<file path="src/rtl/cc_coeff_sequencer.sv">
// cc_coeff_sequencer: shadow/active colour-correction coefficient bank.
// Commits swap banks at a frame boundary after the pipeline drains.
module cc_coeff_sequencer #(
    parameter int COEFF_W      = 12,
    parameter int FRAC_BITS    = 6,
    parameter int MAX_INFLIGHT = 8,
    parameter int CNT_W        = 4
) (
    input  logic                              clk,
    input  logic                              reset,
    input  logic                              cfg_we,
    input  logic [3:0]                        cfg_addr,
    input  logic signed [COEFF_W-1:0]         cfg_wdata,
    input  logic                              cfg_commit,
    output logic                              cfg_busy,
    output logic                              cfg_err,
    input  logic                              frame_start,
    input  logic                              src_valid,
    output logic                              src_ready,
    output logic                              cc_data_ready,
    input  logic                              cc_data_valid,
    output logic signed [8:0][COEFF_W-1:0]    cc_coeff,
    output logic [CNT_W-1:0]                  inflight,
    output logic                              swap_done
);

    typedef enum logic [1:0] {
        S_RUN,
        S_ARMED,
        S_DRAIN,
        S_SWAP
    } state_e;

    localparam logic [COEFF_W-1:0] ONE =
        COEFF_W'(2 ** FRAC_BITS);
    localparam logic [COEFF_W-1:0] ZERO = '0;
    localparam logic [8:0][COEFF_W-1:0] IDENT = {
        ONE, ZERO, ZERO,
        ZERO, ONE, ZERO,
        ZERO, ZERO, ONE
    };
    localparam logic [CNT_W-1:0] MAX_CNT =
        CNT_W'(MAX_INFLIGHT);
    localparam logic [3:0] LAST_IDX = 4'd8;

    state_e                    state_q;
    state_e                    state_d;
    logic [8:0][COEFF_W-1:0]   shadow_q;
    logic [8:0][COEFF_W-1:0]   shadow_d;
    logic [8:0][COEFF_W-1:0]   active_q;
    logic [8:0][COEFF_W-1:0]   active_d;
    logic [CNT_W-1:0]          cnt_q;
    logic [CNT_W-1:0]          cnt_d;
    logic                      err_q;
    logic                      err_d;

    logic busy;
    logic swap;
    logic rdy;
    logic room;
    logic accept;
    logic retire;
    logic wr_ok;
    logic addr_bad;

    assign room   = (cnt_q < MAX_CNT);
    assign accept = src_valid & src_ready;
    assign retire = cc_data_valid & (cnt_q != '0);

    // Sequencer: next state, stall gating and busy/swap strobes.
    always_comb begin
        state_d = state_q;
        busy    = 1'b1;
        swap    = 1'b0;
        rdy     = 1'b0;
        unique case (state_q)
            S_RUN: begin
                busy = 1'b0;
                rdy  = room;
                if (cfg_commit) begin
                    state_d = S_ARMED;
                end
            end
            S_ARMED: begin
                // first pixel of the new frame waits for new coefficients
                rdy = room & ~frame_start;
                if (frame_start) begin
                    state_d = S_DRAIN;
                end
            end
            S_DRAIN: begin
                if (cnt_q == '0) begin
                    state_d = S_SWAP;
                end
            end
            S_SWAP: begin
                swap    = 1'b1;
                state_d = S_RUN;
            end
            default: begin
                state_d = S_RUN;
            end
        endcase
    end

    // Shadow writes and rejection of illegal writes/commits.
    always_comb begin
        shadow_d = shadow_q;
        addr_bad = (cfg_addr > LAST_IDX);
        wr_ok    = cfg_we & ~addr_bad & ~busy;
        err_d    = (cfg_we & (addr_bad | busy))
                 | (cfg_commit & busy);
        for (int k = 0; k < 9; k++) begin
            if (wr_ok && cfg_addr == 4'(k)) begin
                shadow_d[k] = cfg_wdata;
            end
        end
    end

    // Active bank only moves during the swap cycle.
    always_comb begin
        active_d = active_q;
        if (swap) begin
            active_d = shadow_q;
        end
    end

    // In-flight count: accepts in, results out, empty results ignored.
    always_comb begin
        cnt_d = cnt_q;
        if (accept && !retire) begin
            cnt_d = cnt_q + CNT_W'(1);
        end else if (retire && !accept) begin
            cnt_d = cnt_q - CNT_W'(1);
        end
    end

    // State registers with synchronous reset to identity banks.
    always_ff @(posedge clk) begin
        if (reset) begin
            state_q  <= S_RUN;
            shadow_q <= IDENT;
            active_q <= IDENT;
            cnt_q    <= '0;
            err_q    <= 1'b0;
        end else begin
            state_q  <= state_d;
            shadow_q <= shadow_d;
            active_q <= active_d;
            cnt_q    <= cnt_d;
            err_q    <= err_d;
        end
    end

    assign src_ready     = rdy & ~reset;
    assign cc_data_ready = src_valid & src_ready;
    assign cfg_busy      = busy;
    assign cfg_err       = err_q;
    assign swap_done     = swap;
    assign inflight      = cnt_q;
    assign cc_coeff      = active_q;

endmodule

</file>
<file path="config.mk">
export PLATFORM = sky130hd
export DESIGN_NAME = cc_coeff_sequencer
export DESIGN_NICKNAME = d
export VERILOG_FILES = /design/src/rtl/cc_coeff_sequencer.sv
export SDC_FILE = /design/constraint.sdc
export NUM_CORES = 1
export LEC_CHECK = 0
export CAP_MARGIN = 15
export CELL_PAD_IN_SITES_DETAIL_PLACEMENT = 0
export CELL_PAD_IN_SITES_GLOBAL_PLACEMENT = 1
export CORE_MARGIN = 1
export CORE_UTILIZATION = 44
export DETAILED_ROUTE_END_ITERATION = 10
export PLACE_DENSITY_LB_ADDON = 0.15
export SLEW_MARGIN = 10
export SYNTH_ARGS = -nofsm -noshare
export SYNTH_HDL_FRONTEND = slang
export SYNTH_SLANG_ARGS = --single-unit
</file>
<file path="constraint.sdc">
create_clock -name clk -period 4.7 [get_ports clk]
set_input_delay 0.47 -clock clk [delete_from_list [all_inputs] [get_ports clk]]
set_output_delay 0.47 -clock clk [all_outputs]
set_load 0.05 [all_outputs]
</file>
==> results.md <==
- Status: finished, violations left
- Violated checks: DRC
- Clk pin slew, worst setup/hold paths: 0.06 ns
- Filler cells: ~1.5k
- R2r setup slk: approximately 1.8 ns
- Post_cts resized: 0
- Commonest non-fill, non-tap cell in the layout: dfxtp_1
- End of the critical path: cc_data_ready
- Critical Path AT: between 2 and 3 ns
- Root Buffer: clkbuf_16
- Port Buffers: between 100 and 150
- Worst reg2reg path startpoint: state_q[0]
- Ys Warns: 0
- P&R area growth vs syn: 28.1%
- P_leak: 0.00417 uW
- Final min period: a little under 3 ns
- CTS Hold Bufs: 0
- Final Hold Fails: 0
- Slowest stage delay, CP: 0.80 ns
- CP endpoint kind: output pin
- Pwr Density: ~440 nW/um2
- Num CTS Buffers: 24
- Yosys cell types: 35
- Number of buffers added for setup after CTS: 0
- First-pass GRT wire length: between 30,000 and 40,000 um
- Post-synth ARST share: 0%
- Worst setup path start: state_q[1]
- Final Cycle Share: 63.5%
- Vias: 5,619
- Prevailing post-synth register cell: dfxtp_1
- Sw Share: between 20% and 30%
- Drc violations: 24
- HP Class: in -> reg
- Synth Cell Area: 8160 um2
- Comb pwr share: 14.5%
- Yosys top cell area share: a little over half
- Max FO, Critical Path: 4
- Post-DR vias/cell: around 5
- Die area: roughly 19,000 um2
- Largest cells by area after synthesis: dfxtp_1 (55%), mux2i_1 (26%), nor2_1 (10%)
- Initial DRC count: 338
- Type of origin of the critical path: register
- CTS H-tree lvls: 1
- Slew Viols, Final: 0
- FMAX: between 300 and 400 MHz
- Site Rows: 49
- RePlAce Congestion: 0.755
- Power Total: roughly 4600 uW
- Total gr overflow: 0
- Total GRT Usage: around 20%
- R2r endpoint: inflight[3]
- Unrepaired setup endpoints after global routing: no
- Sw Pwr: 1170 uW
- Post-synth EDFFs: 0
- Setup_tns: 0 ns
- Int Pwr: about 3400 uW
- Worst-Skew Late Latency: around 0.50 ns
- Gate Count Post-Synth: 776
- Antenna-violating nets left: 0
- Num Clock Sinks: roughly 220
- Io pins: 140
- Syn Area/Cell: around 11 um2
- Sequential power share: ~43%
- CTS max path bufs: 3
- Post-DP HPWL: around 12,000 um
- FF+latch count, synth: about 220
- FF-to-FF path depth: 11
- Die height: about 140 um
- Initial antenna violation count: 0
- Ant. Diodes: 0
- Min-delay src: reset
- WP data required: between 4 and 5 ns
- Least-Margin Pin Slew: between 1 and 1.5 ns
- Layout cells sized above 1: under 10%
- Drt pass-1 iters: 10
- CP cell instances: inv_1 > ha_1 > nor2b_1 > o21a_1 > and2_1 > clkdlybuf4s50_1
- Die W: roughly 140 um
- Largest net degree at the start of global routing: ~120
- Final WL: approximately 19,000 um
- Effective utilization at floorplan: 45.1%
- Most frequent cells in the layout: dfxtp_1 (223), nor2_1 (221), mux2i_1 (212)
- Setup CP Type: reg -> out
- Sequential fraction of the synthesis area: between 50% and 60%
- Final setup vio count: 0
- Vias in the first global route: between 5k and 6k
- Slew headroom: between 20% and 30%
- Max IR drop VDD: about 0.27 mV
- Clock Skews: 0.00508 ns
- Slowest cell on the critical path: clkdlybuf4s50_1
- Per-cell routed wire length: around 17 um
- CTS tree: yes
- Core area: 18,100 um2
- Clock network fraction of total power: around 43%
- Nets@finish: about 920
- Syn Nets: 807
- Leading area contributor after synthesis: dfxtp_1
- Max-cap violations: 0
## registers in the layout, summed over array words and instances, names as in the netlist
register / cells
cfg_err: 1
cc_coeff: 108
inflight: 4
shadow_q: 108
state_q: 2
## worst max-delay path, delay by kind of cell (launching register included)
family	cells	cell delay (ns)
AOI/OAI and AO/OA	1	0.18
adders and majority gates	1	0.14
DFF	1	0.35
buffers and inverters	2	0.90
and+or+nand+nor	2	0.44
## how the worst min path moves through the flow
stage,endpoint,cells after the start,slack [ns]
final,cc_coeff[83],2,0.47
after global routing,shadow_q[6],1,0.49
after CTS,shadow_q[6],1,0.48
after detailed placement,shadow_q[6],1,0.47
after global placement,cc_coeff[102],1,0.44
after floorplan,cc_coeff[102],1,0.43
## cells in the mapped netlist (all sizes together), types with 2 or more instances
master	instances
nor2b	7
a21oi	3
clkbuf	37
nand3	4
nor3	3
dfxtp	223
and4bb	2
nor2	221
ha	7
a211o	6
mux2i	212
inv	6
nand2	4
buf	24
## final cells by class
| type | instances | area (um2) | area share [%] |
|---|---|---|---|
| Sequential cell | 223 | 4460 | 42.7 |
| Clock inverter | 6 | 105 | 1.01 |
| Multi-Input combinational cell | 486 | 3420 | 32.7 |
| Clock buffer | 36 | 737 | 7.05 |
| Tap cell | 229 | 287 | 2.74 |
| Timing Repair Buffer | 143 | 1420 | 13.6 |
| Inverter | 6 | 22.5 | 0.215 |
## per-layer routing
metal  GRT usage, %  vias up  part of all wire, %  routed length [um]
met5              0        -                    0                   0
met2           35.4      119                   50                9480
met1           24.3     2674                   44                8360
li1               -     2791                    -                   -
met4           6.27        0                  2.3                 444
met3           3.33       35                  4.0                 769
## per-stage QoR
stage | util, % | std cells | area, um2 | hold slack (ns) | worst slack, ns
2_1_floorplan | - | 776 | 8160 | 0.431 | 1.43
3_5_place_dp | 53.2 | 1087 | 9610 | 0.465 | 1.56
4_1_cts | 57.8 | 1129 | 10500 | 0.480 | 1.68
6_report | 57.8 | 1129 | 10500 | 0.471 | 1.72
5_1_grt | 57.8 | 1129 | 10500 | 0.492 | 1.61
3_3_place_gp | 53.2 | 1087 | 9610 | 0.439 | 1.67
## cell families (layout without fill, tap and decap cells)
group	count (synthesis)	after routing	synth area share [%]
and+or+nand+nor	248	248	12.4
adders and majority gates	8	8	1.32
DFF	223	223	54.7
muxes	213	213	26.1
xor gates and xnor gates	2	2	0.215
buffers and inverters	67	191	3.68
AOI/OAI and AO/OA	15	15	1.58
## power by group through the flow
stage | combinational (uW) | clock (uW) | sequential [uW]
after detailed placement | 673 | 0 | 2020
after CTS | 676 | 2010 | 1980
final | 671 | 1960 | 1980
after floorplan | 441 | 0 | 2070
after global routing | 717 | 2090 | 1980
after global placement | 659 | 0 | 2010
(Power assumes the default switching activity.)
